File: src/rtl/time_setter_if.sv
// Button, live-time and shadow-time bundle between the clock/counter chain and time_setter.
interface time_setter_if;
   logic        btn_mode;
   logic        btn_inc;
   logic        btn_dec;
   logic [5:0]  sec;
   logic [5:0]  min;
   logic [4:0]  hour;
   logic [4:0]  day;
   logic [3:0]  mont;
   logic [12:0] year;
   logic        set_active;
   logic [2:0]  field;
   logic        load;
   logic [5:0]  set_sec;
   logic [5:0]  set_min;
   logic [4:0]  set_hour;
   logic [4:0]  set_day;
   logic [3:0]  set_mont;
   logic [12:0] set_year;

   modport master (
      output btn_mode, btn_inc, btn_dec, sec, min, hour, day, mont, year,
      input  set_active, field, load, set_sec, set_min, set_hour, set_day, set_mont, set_year
   );

   modport slave (
      input  btn_mode, btn_inc, btn_dec, sec, min, hour, day, mont, year,
      output set_active, field, load, set_sec, set_min, set_hour, set_day, set_mont, set_year
   );
endinterface

File: src/rtl/time_setter.sv
// Button-driven time/date editor: captures live time, edits fields, then strobes load once.
// Define TIME_SET_DEC_EN to make btn_dec decrement the current field.
module time_setter (
   input logic          clk_1Hz,
   input logic          rst_n,
   time_setter_if.slave bus
);

   localparam logic [2:0] IDLE   = 3'd0;
   localparam logic [2:0] E_HOUR = 3'd1;
   localparam logic [2:0] E_MIN  = 3'd2;
   localparam logic [2:0] E_DAY  = 3'd3;
   localparam logic [2:0] E_MONT = 3'd4;
   localparam logic [2:0] E_YEAR = 3'd5;
   localparam logic [2:0] COMMIT = 3'd6;

   logic [2:0]  state;
   logic [5:0]  sh_sec;
   logic [5:0]  sh_min;
   logic [4:0]  sh_hour;
   logic [4:0]  sh_day;
   logic [3:0]  sh_mont;
   logic [12:0] sh_year;
   logic        step_up;
   logic        step_dn;
   logic [4:0]  mday;

   function automatic logic [4:0] max_day(input logic [3:0] m, input logic [12:0] y);
      case (m)
         4'd2:                   return (y[1:0] == 2'b00) ? 5'd29 : 5'd28;
         4'd4, 4'd6, 4'd9, 4'd11: return 5'd30;
         default:                return 5'd31;
      endcase
   endfunction

   function automatic logic [12:0] sanitize(input logic [12:0] v, input logic [12:0] lo,
                                            input logic [12:0] hi);
      return (v < lo || v > hi) ? lo : v;
   endfunction

   function automatic logic [12:0] wrap_inc(input logic [12:0] v, input logic [12:0] lo,
                                            input logic [12:0] hi);
      return (v >= hi) ? lo : v + 13'd1;
   endfunction

   function automatic logic [12:0] wrap_dec(input logic [12:0] v, input logic [12:0] lo,
                                            input logic [12:0] hi);
      return (v <= lo) ? hi : v - 13'd1;
   endfunction

`ifdef TIME_SET_DEC_EN
   // Simultaneous inc and dec cancel out.
   assign step_up = bus.btn_inc & ~bus.btn_dec;
   assign step_dn = bus.btn_dec & ~bus.btn_inc;
`else
   logic unused_dec;
   assign unused_dec = bus.btn_dec;
   assign step_up    = bus.btn_inc;
   assign step_dn    = 1'b0;
`endif

   assign mday = max_day(sh_mont, sh_year);

   always_ff @(posedge clk_1Hz or negedge rst_n) begin
      if (!rst_n) begin
         state   <= IDLE;
         sh_sec  <= 6'd0;
         sh_min  <= 6'd0;
         sh_hour <= 5'd0;
         sh_day  <= 5'd1;
         sh_mont <= 4'd1;
         sh_year <= 13'd2000;
      end else begin
         case (state)
            IDLE: begin
               if (bus.btn_mode) begin
                  sh_sec  <= 6'(sanitize(13'(bus.sec), 13'd0, 13'd59));
                  sh_min  <= 6'(sanitize(13'(bus.min), 13'd0, 13'd59));
                  sh_hour <= 5'(sanitize(13'(bus.hour), 13'd0, 13'd23));
                  sh_day  <= 5'(sanitize(13'(bus.day), 13'd1, 13'd31));
                  sh_mont <= 4'(sanitize(13'(bus.mont), 13'd1, 13'd12));
                  sh_year <= sanitize(bus.year, 13'd2000, 13'd2099);
                  state   <= E_HOUR;
               end
            end
            E_HOUR: begin
               if (bus.btn_mode)  state   <= E_MIN;
               else if (step_up)  sh_hour <= 5'(wrap_inc(13'(sh_hour), 13'd0, 13'd23));
               else if (step_dn)  sh_hour <= 5'(wrap_dec(13'(sh_hour), 13'd0, 13'd23));
            end
            E_MIN: begin
               if (bus.btn_mode)  state  <= E_DAY;
               else if (step_up)  sh_min <= 6'(wrap_inc(13'(sh_min), 13'd0, 13'd59));
               else if (step_dn)  sh_min <= 6'(wrap_dec(13'(sh_min), 13'd0, 13'd59));
            end
            E_DAY: begin
               if (bus.btn_mode)  state  <= E_MONT;
               else if (step_up)  sh_day <= 5'(wrap_inc(13'(sh_day), 13'd1, 13'(mday)));
               else if (step_dn)  sh_day <= 5'(wrap_dec(13'(sh_day), 13'd1, 13'(mday)));
            end
            E_MONT: begin
               if (bus.btn_mode)  state   <= E_YEAR;
               else if (step_up)  sh_mont <= 4'(wrap_inc(13'(sh_mont), 13'd1, 13'd12));
               else if (step_dn)  sh_mont <= 4'(wrap_dec(13'(sh_mont), 13'd1, 13'd12));
            end
            E_YEAR: begin
               // Day is only reconciled with month/year here, so intermediate edits never lose it.
               if (bus.btn_mode) begin
                  state  <= COMMIT;
                  sh_sec <= 6'd0;
                  if (sh_day > mday) sh_day <= mday;
               end
               else if (step_up)  sh_year <= wrap_inc(sh_year, 13'd2000, 13'd2099);
               else if (step_dn)  sh_year <= wrap_dec(sh_year, 13'd2000, 13'd2099);
            end
            COMMIT:  state <= IDLE;
            default: state <= IDLE;
         endcase
      end
   end

   assign bus.set_active = (state >= E_HOUR) && (state <= E_YEAR);
   assign bus.field      = (state == COMMIT) ? 3'd0 : state;
   assign bus.load       = (state == COMMIT);
   assign bus.set_sec    = sh_sec;
   assign bus.set_min    = sh_min;
   assign bus.set_hour   = sh_hour;
   assign bus.set_day    = sh_day;
   assign bus.set_mont   = sh_mont;
   assign bus.set_year   = sh_year;

endmodule

File: src/flat_wrapper.sv
// flat-port wrapper written by rule: the top's interface ports become plain ports
module time_setter_flat 
  (clk_1Hz, rst_n, bus_btn_mode, bus_btn_inc, bus_btn_dec, bus_sec, bus_min, bus_hour, bus_day, bus_mont, bus_year, bus_set_active, bus_field, bus_load, bus_set_sec, bus_set_min, bus_set_hour, bus_set_day, bus_set_mont, bus_set_year);
  time_setter_if bus_i ();
  input logic clk_1Hz;
  input logic rst_n;
  input wire logic [$bits(bus_i.btn_mode)-1:0] bus_btn_mode;
  input wire logic [$bits(bus_i.btn_inc)-1:0] bus_btn_inc;
  input wire logic [$bits(bus_i.btn_dec)-1:0] bus_btn_dec;
  input wire logic [$bits(bus_i.sec)-1:0] bus_sec;
  input wire logic [$bits(bus_i.min)-1:0] bus_min;
  input wire logic [$bits(bus_i.hour)-1:0] bus_hour;
  input wire logic [$bits(bus_i.day)-1:0] bus_day;
  input wire logic [$bits(bus_i.mont)-1:0] bus_mont;
  input wire logic [$bits(bus_i.year)-1:0] bus_year;
  output wire logic [$bits(bus_i.set_active)-1:0] bus_set_active;
  output wire logic [$bits(bus_i.field)-1:0] bus_field;
  output wire logic [$bits(bus_i.load)-1:0] bus_load;
  output wire logic [$bits(bus_i.set_sec)-1:0] bus_set_sec;
  output wire logic [$bits(bus_i.set_min)-1:0] bus_set_min;
  output wire logic [$bits(bus_i.set_hour)-1:0] bus_set_hour;
  output wire logic [$bits(bus_i.set_day)-1:0] bus_set_day;
  output wire logic [$bits(bus_i.set_mont)-1:0] bus_set_mont;
  output wire logic [$bits(bus_i.set_year)-1:0] bus_set_year;
  assign bus_i.btn_mode = bus_btn_mode;
  assign bus_i.btn_inc = bus_btn_inc;
  assign bus_i.btn_dec = bus_btn_dec;
  assign bus_i.sec = bus_sec;
  assign bus_i.min = bus_min;
  assign bus_i.hour = bus_hour;
  assign bus_i.day = bus_day;
  assign bus_i.mont = bus_mont;
  assign bus_i.year = bus_year;
  assign bus_set_active = bus_i.set_active;
  assign bus_field = bus_i.field;
  assign bus_load = bus_i.load;
  assign bus_set_sec = bus_i.set_sec;
  assign bus_set_min = bus_i.set_min;
  assign bus_set_hour = bus_i.set_hour;
  assign bus_set_day = bus_i.set_day;
  assign bus_set_mont = bus_i.set_mont;
  assign bus_set_year = bus_i.set_year;
  time_setter u_core (.clk_1Hz(clk_1Hz), .rst_n(rst_n), .bus(bus_i));
endmodule
File: config.mk
export PLATFORM = sky130hd
export DESIGN_NAME = time_setter_flat
export DESIGN_NICKNAME = d
export VERILOG_FILES = /design/src/rtl/time_setter_if.sv /design/src/rtl/time_setter.sv /design/src/flat_wrapper.sv
export SDC_FILE = /design/constraint.sdc
export NUM_CORES = 1
export LEC_CHECK = 0
export ABC_AREA = 1
export CAP_MARGIN = 20
export CORE_ASPECT_RATIO = 0.9
export CORE_UTILIZATION = 30
export CTS_BUF_LIST = sky130_fd_sc_hd__clkbuf_8 sky130_fd_sc_hd__clkbuf_16
export CTS_CLUSTER_SIZE = 14
export DETAILED_ROUTE_END_ITERATION = 8
export SLEW_MARGIN = 20
export SYNTH_ARGS = -nofsm -noshare
export SYNTH_HDL_FRONTEND = slang
export SYNTH_SLANG_ARGS = --single-unit
File: constraint.sdc
create_clock -name clk_1Hz -period 2.75 [get_ports clk_1Hz]
set_clock_uncertainty 0.1 [all_clocks]
set_input_delay 0.275 -clock clk_1Hz [delete_from_list [all_inputs] [get_ports clk_1Hz]]
set_output_delay 0.275 -clock clk_1Hz [all_outputs]
set_load 0.01 [all_outputs]
==> impl_metrics.env <==
export IMPL_ant_nets=0
export IMPL_hold_class="input pin to async pin"
export IMPL_dpl_hpwl_mm=6.09
export IMPL_grt_antenna_before_repair=0
export IMPL_post_cts_setup_buffers=0
export IMPL_nNetsFinal=596
export IMPL_cp_required_ns=2.83
export IMPL_vdd_drop_max_uv=341
export IMPL_syn2layout_area_growth_pct=36.0
export IMPL_path_cells="inv_1, ha_1, o21ai_0, and3_1, ha_1, nand2_1, nand2_1, o21ai_0, nand2_1, nor2_2, inv_2, nand2_1, nand2_1"
export IMPL_drt_iter0_markers=103
export IMPL_cpPeakStageDelay_ns=0.56
export IMPL_synth_avg_cell_area_um2=6.66
export IMPL_worst_slew_pin_slew_ns=0.571
export IMPL_htreeDepth=2
export IMPL_core_mm2=0.00970
export IMPL_ys_ff_latch=42
export IMPL_die_area_mm2=0.0104
export IMPL_synth_edff_count=0
export IMPL_num_fill_cells=1024
export IMPL_relSlewSlack=0.615
export IMPL_period_minus_slack_ns=2.49
export IMPL_fp_dieW_um=108
export IMPL_cts_buffers=5
export IMPL_hold_worst_slack_ns=0.413
export IMPL_via_per_inst=4.75
export IMPL_synthFlopType="dfrtp_1"
export IMPL_p_per_area_mw_per_mm2=1030
export IMPL_grt_pass1_wl_mm=13.3
export IMPL_grt_ovfl_total=0
export IMPL_max_freq_mhz=402
export IMPL_tritoncts="built"
export IMPL_finalSetupViolCount=0
export IMPL_final_layout_size_suffix_gt1_frac=0.0590
export IMPL_synthCells=452
export IMPL_std_cell_rows=34
export IMPL_clock_sinks=42
export IMPL_crit_type="register to register"
export IMPL_first_global_vias=2974
export IMPL_cp_start_kind="register"
export IMPL_cp_top_family="simple AND/OR/NAND/NOR gates"
export IMPL_async_flop_share=1.00
export IMPL_cts_clk_slew_worst_paths_ns=0.08
export IMPL_pin_count=88
export IMPL_cts_repair_resized=0
export IMPL_period_share=0.904
export IMPL_grt_setup_unrepaired="false"
export IMPL_max_clock_path_buffers=2
export IMPL_maxSlewViolCount=0
export IMPL_yosysTopAreaCell="dfrtp_1"
export IMPL_max_cap_viol_count=0
export IMPL_critPathArrivalTime_ns=2.57
export IMPL_grt_max_degree=43
export IMPL_drc=0
export IMPL_endpoint_kind="register"
export IMPL_dr_total_vias=3176
export IMPL_synth_area_leaders="dfrtp_1, nand2_1, nand3_1"
export IMPL_power_leakage_nw=1.98
export IMPL_final_setup_tns_ns=0
export IMPL_ys_warn_count=0
export IMPL_cpMostUsedCell="nand2_1"
export IMPL_hold_viol_final=0
export IMPL_synth_area_mm2=0.00301
export IMPL_synth_cell_types=33
export IMPL_status="completed"
export IMPL_synth_nets=507
export IMPL_routed_wirelength_mm=7.85
export IMPL_cts_hold_buf=0
export IMPL_ys_seq_area_frac=0.352
export IMPL_cp_max_fo=6
export IMPL_place_ws_ns=0.282
export IMPL_cts_root_buf="clkbuf_8"
export IMPL_place_congestion=0.832
export IMPL_first_pass_iters=4
export IMPL_wl_per_cell_um=11.7
export IMPL_yosys_area_top_type_share=0.283
export IMPL_insertion_delay_ns=0.29
export IMPL_grt_usage=0.157
export IMPL_die_height_um=97.1
export IMPL_initial_core_util=0.311
export IMPL_port_buffers=86
export IMPL_num_antenna_cells=0
export IMPL_fin_ws_ns=0.265
export IMPL_cp_num_buf_inv=2
export IMPL_slowest_stage="dfstp_2"
power by group:
part	leakage [nW]	internal [W]	total [W]	switching, W
sequential	0.513	0.000963	0.00134	0.000376
combinational	1.41	0.00112	0.00247	0.00135
clock	0.0524	0.000199	0.000421	0.000221
total	1.98	0.00228	0.00423	0.00195
through the flow:
step	cells	utilization	power, W	instance area (um^2)
2_1_floorplan	452	-	0.00279	3010
3_3_place_gp	659	0.412	0.00378	3990
3_5_place_dp	659	0.412	0.00383	3990
4_1_cts	667	0.421	0.00427	4080
5_1_grt	668	0.422	0.00466	4100
6_report	668	0.422	0.00423	4100
registers in the layout (all words and copies together), names as in the netlist:
register and cells:
u_core.bus.set_day 5, u_core.bus.set_sec 6, u_core.bus.set_hour 5, u_core.bus.set_mont 4, u_core.bus.set_min 6, u_core.state 3, u_core.bus.set_year 13
cells in the final DEF (no fill, tap or decap), drive strengths merged:
| cell type | Yosys | layout |
|---|---|---|
| a21oi | 10 | 10 |
| a22oi | 1 | 1 |
| a31oi | 3 | 3 |
| and3 | 2 | 2 |
| buf | 5 | 2 |
| clkbuf | 1 | 6 |
| clkdlybuf4s50 | 0 | 85 |
| clkinv | 0 | 1 |
| dfrtp | 34 | 34 |
| dfstp | 8 | 8 |
| dlygate4sd3 | 0 | 1 |
| ha | 11 | 11 |
| inv | 59 | 60 |
| nand2 | 133 | 133 |
| nand3 | 48 | 48 |
| nand3b | 3 | 3 |
| nand4 | 5 | 5 |
| nor2 | 61 | 61 |
| nor3 | 5 | 5 |
| nor3b | 1 | 1 |
| o211ai | 1 | 1 |
| o21ai | 46 | 46 |
| o22ai | 1 | 1 |
| o31ai | 1 | 1 |
| xnor2 | 3 | 3 |
| xor2 | 10 | 10 |
cells in the mapped netlist (5+ instances only):
library cell	number
nand2_1	132
nor2_1	57
inv_1	54
nand3_1	47
o21ai_0	43
dfrtp_1	34
ha_1	11
xor2_1	10
a21oi_1	8
dfstp_2	8
inv_2	5
nand4_1	5
nor3_1	5
path summary, 6_finish.rpt:
kind | start | endpoint | slack (ns) | cells past startpoint
worst min register to register | u_core.bus.set_year[9] | u_core.bus.set_year[9] | 0.41 | 2
worst max-delay path | u_core.bus.set_mont[0] | u_core.bus.set_day[4] | 0.26 | 13
max in group asynchronous | rst_n | u_core.bus.set_mont[0] | 1.76 | 2
worst max register to register | u_core.bus.set_mont[0] | u_core.bus.set_day[4] | 0.26 | 13
worst min-delay path | rst_n | u_core.bus.set_day[4] | 0.41 | 2
min in group clk_1Hz | u_core.bus.set_year[9] | u_core.bus.set_year[9] | 0.41 | 2
routing by layer:
metal	GRT usage	vias up	share of wire
met3	0.0295	7	0.054
li1	-	1625	-
met1	0.216	1457	0.48
met4	0.0432	0	0.011
met5	0	-	0
met2	0.250	87	0.45
kinds of logic after synthesis:
| family | after synthesis | share of synthesized area |
|---|---|---|
| AO/OA/AOI/OAI | 63 | 0.114 |
| XOR/XNOR | 13 | 0.0378 |
| adder cells (fa/ha/maj) | 11 | 0.0457 |
| buffers and inverters | 65 | 0.0868 |
| flip-flops | 42 | 0.352 |
| AND/OR/NAND/NOR | 258 | 0.364 |
layout make-up:
cell class,count,area [um^2],share of cell area
Clock buffer,6,82.6,0.0202
Clock inverter,2,8.76,0.00214
Inverter,59,221,0.0541
Multi-Input combinational cell,345,1690,0.412
Sequential cell,42,1060,0.259
Tap cell,126,158,0.0385
Timing Repair Buffer,88,876,0.214
Note: power is estimated with default switching activity, not from simulation.
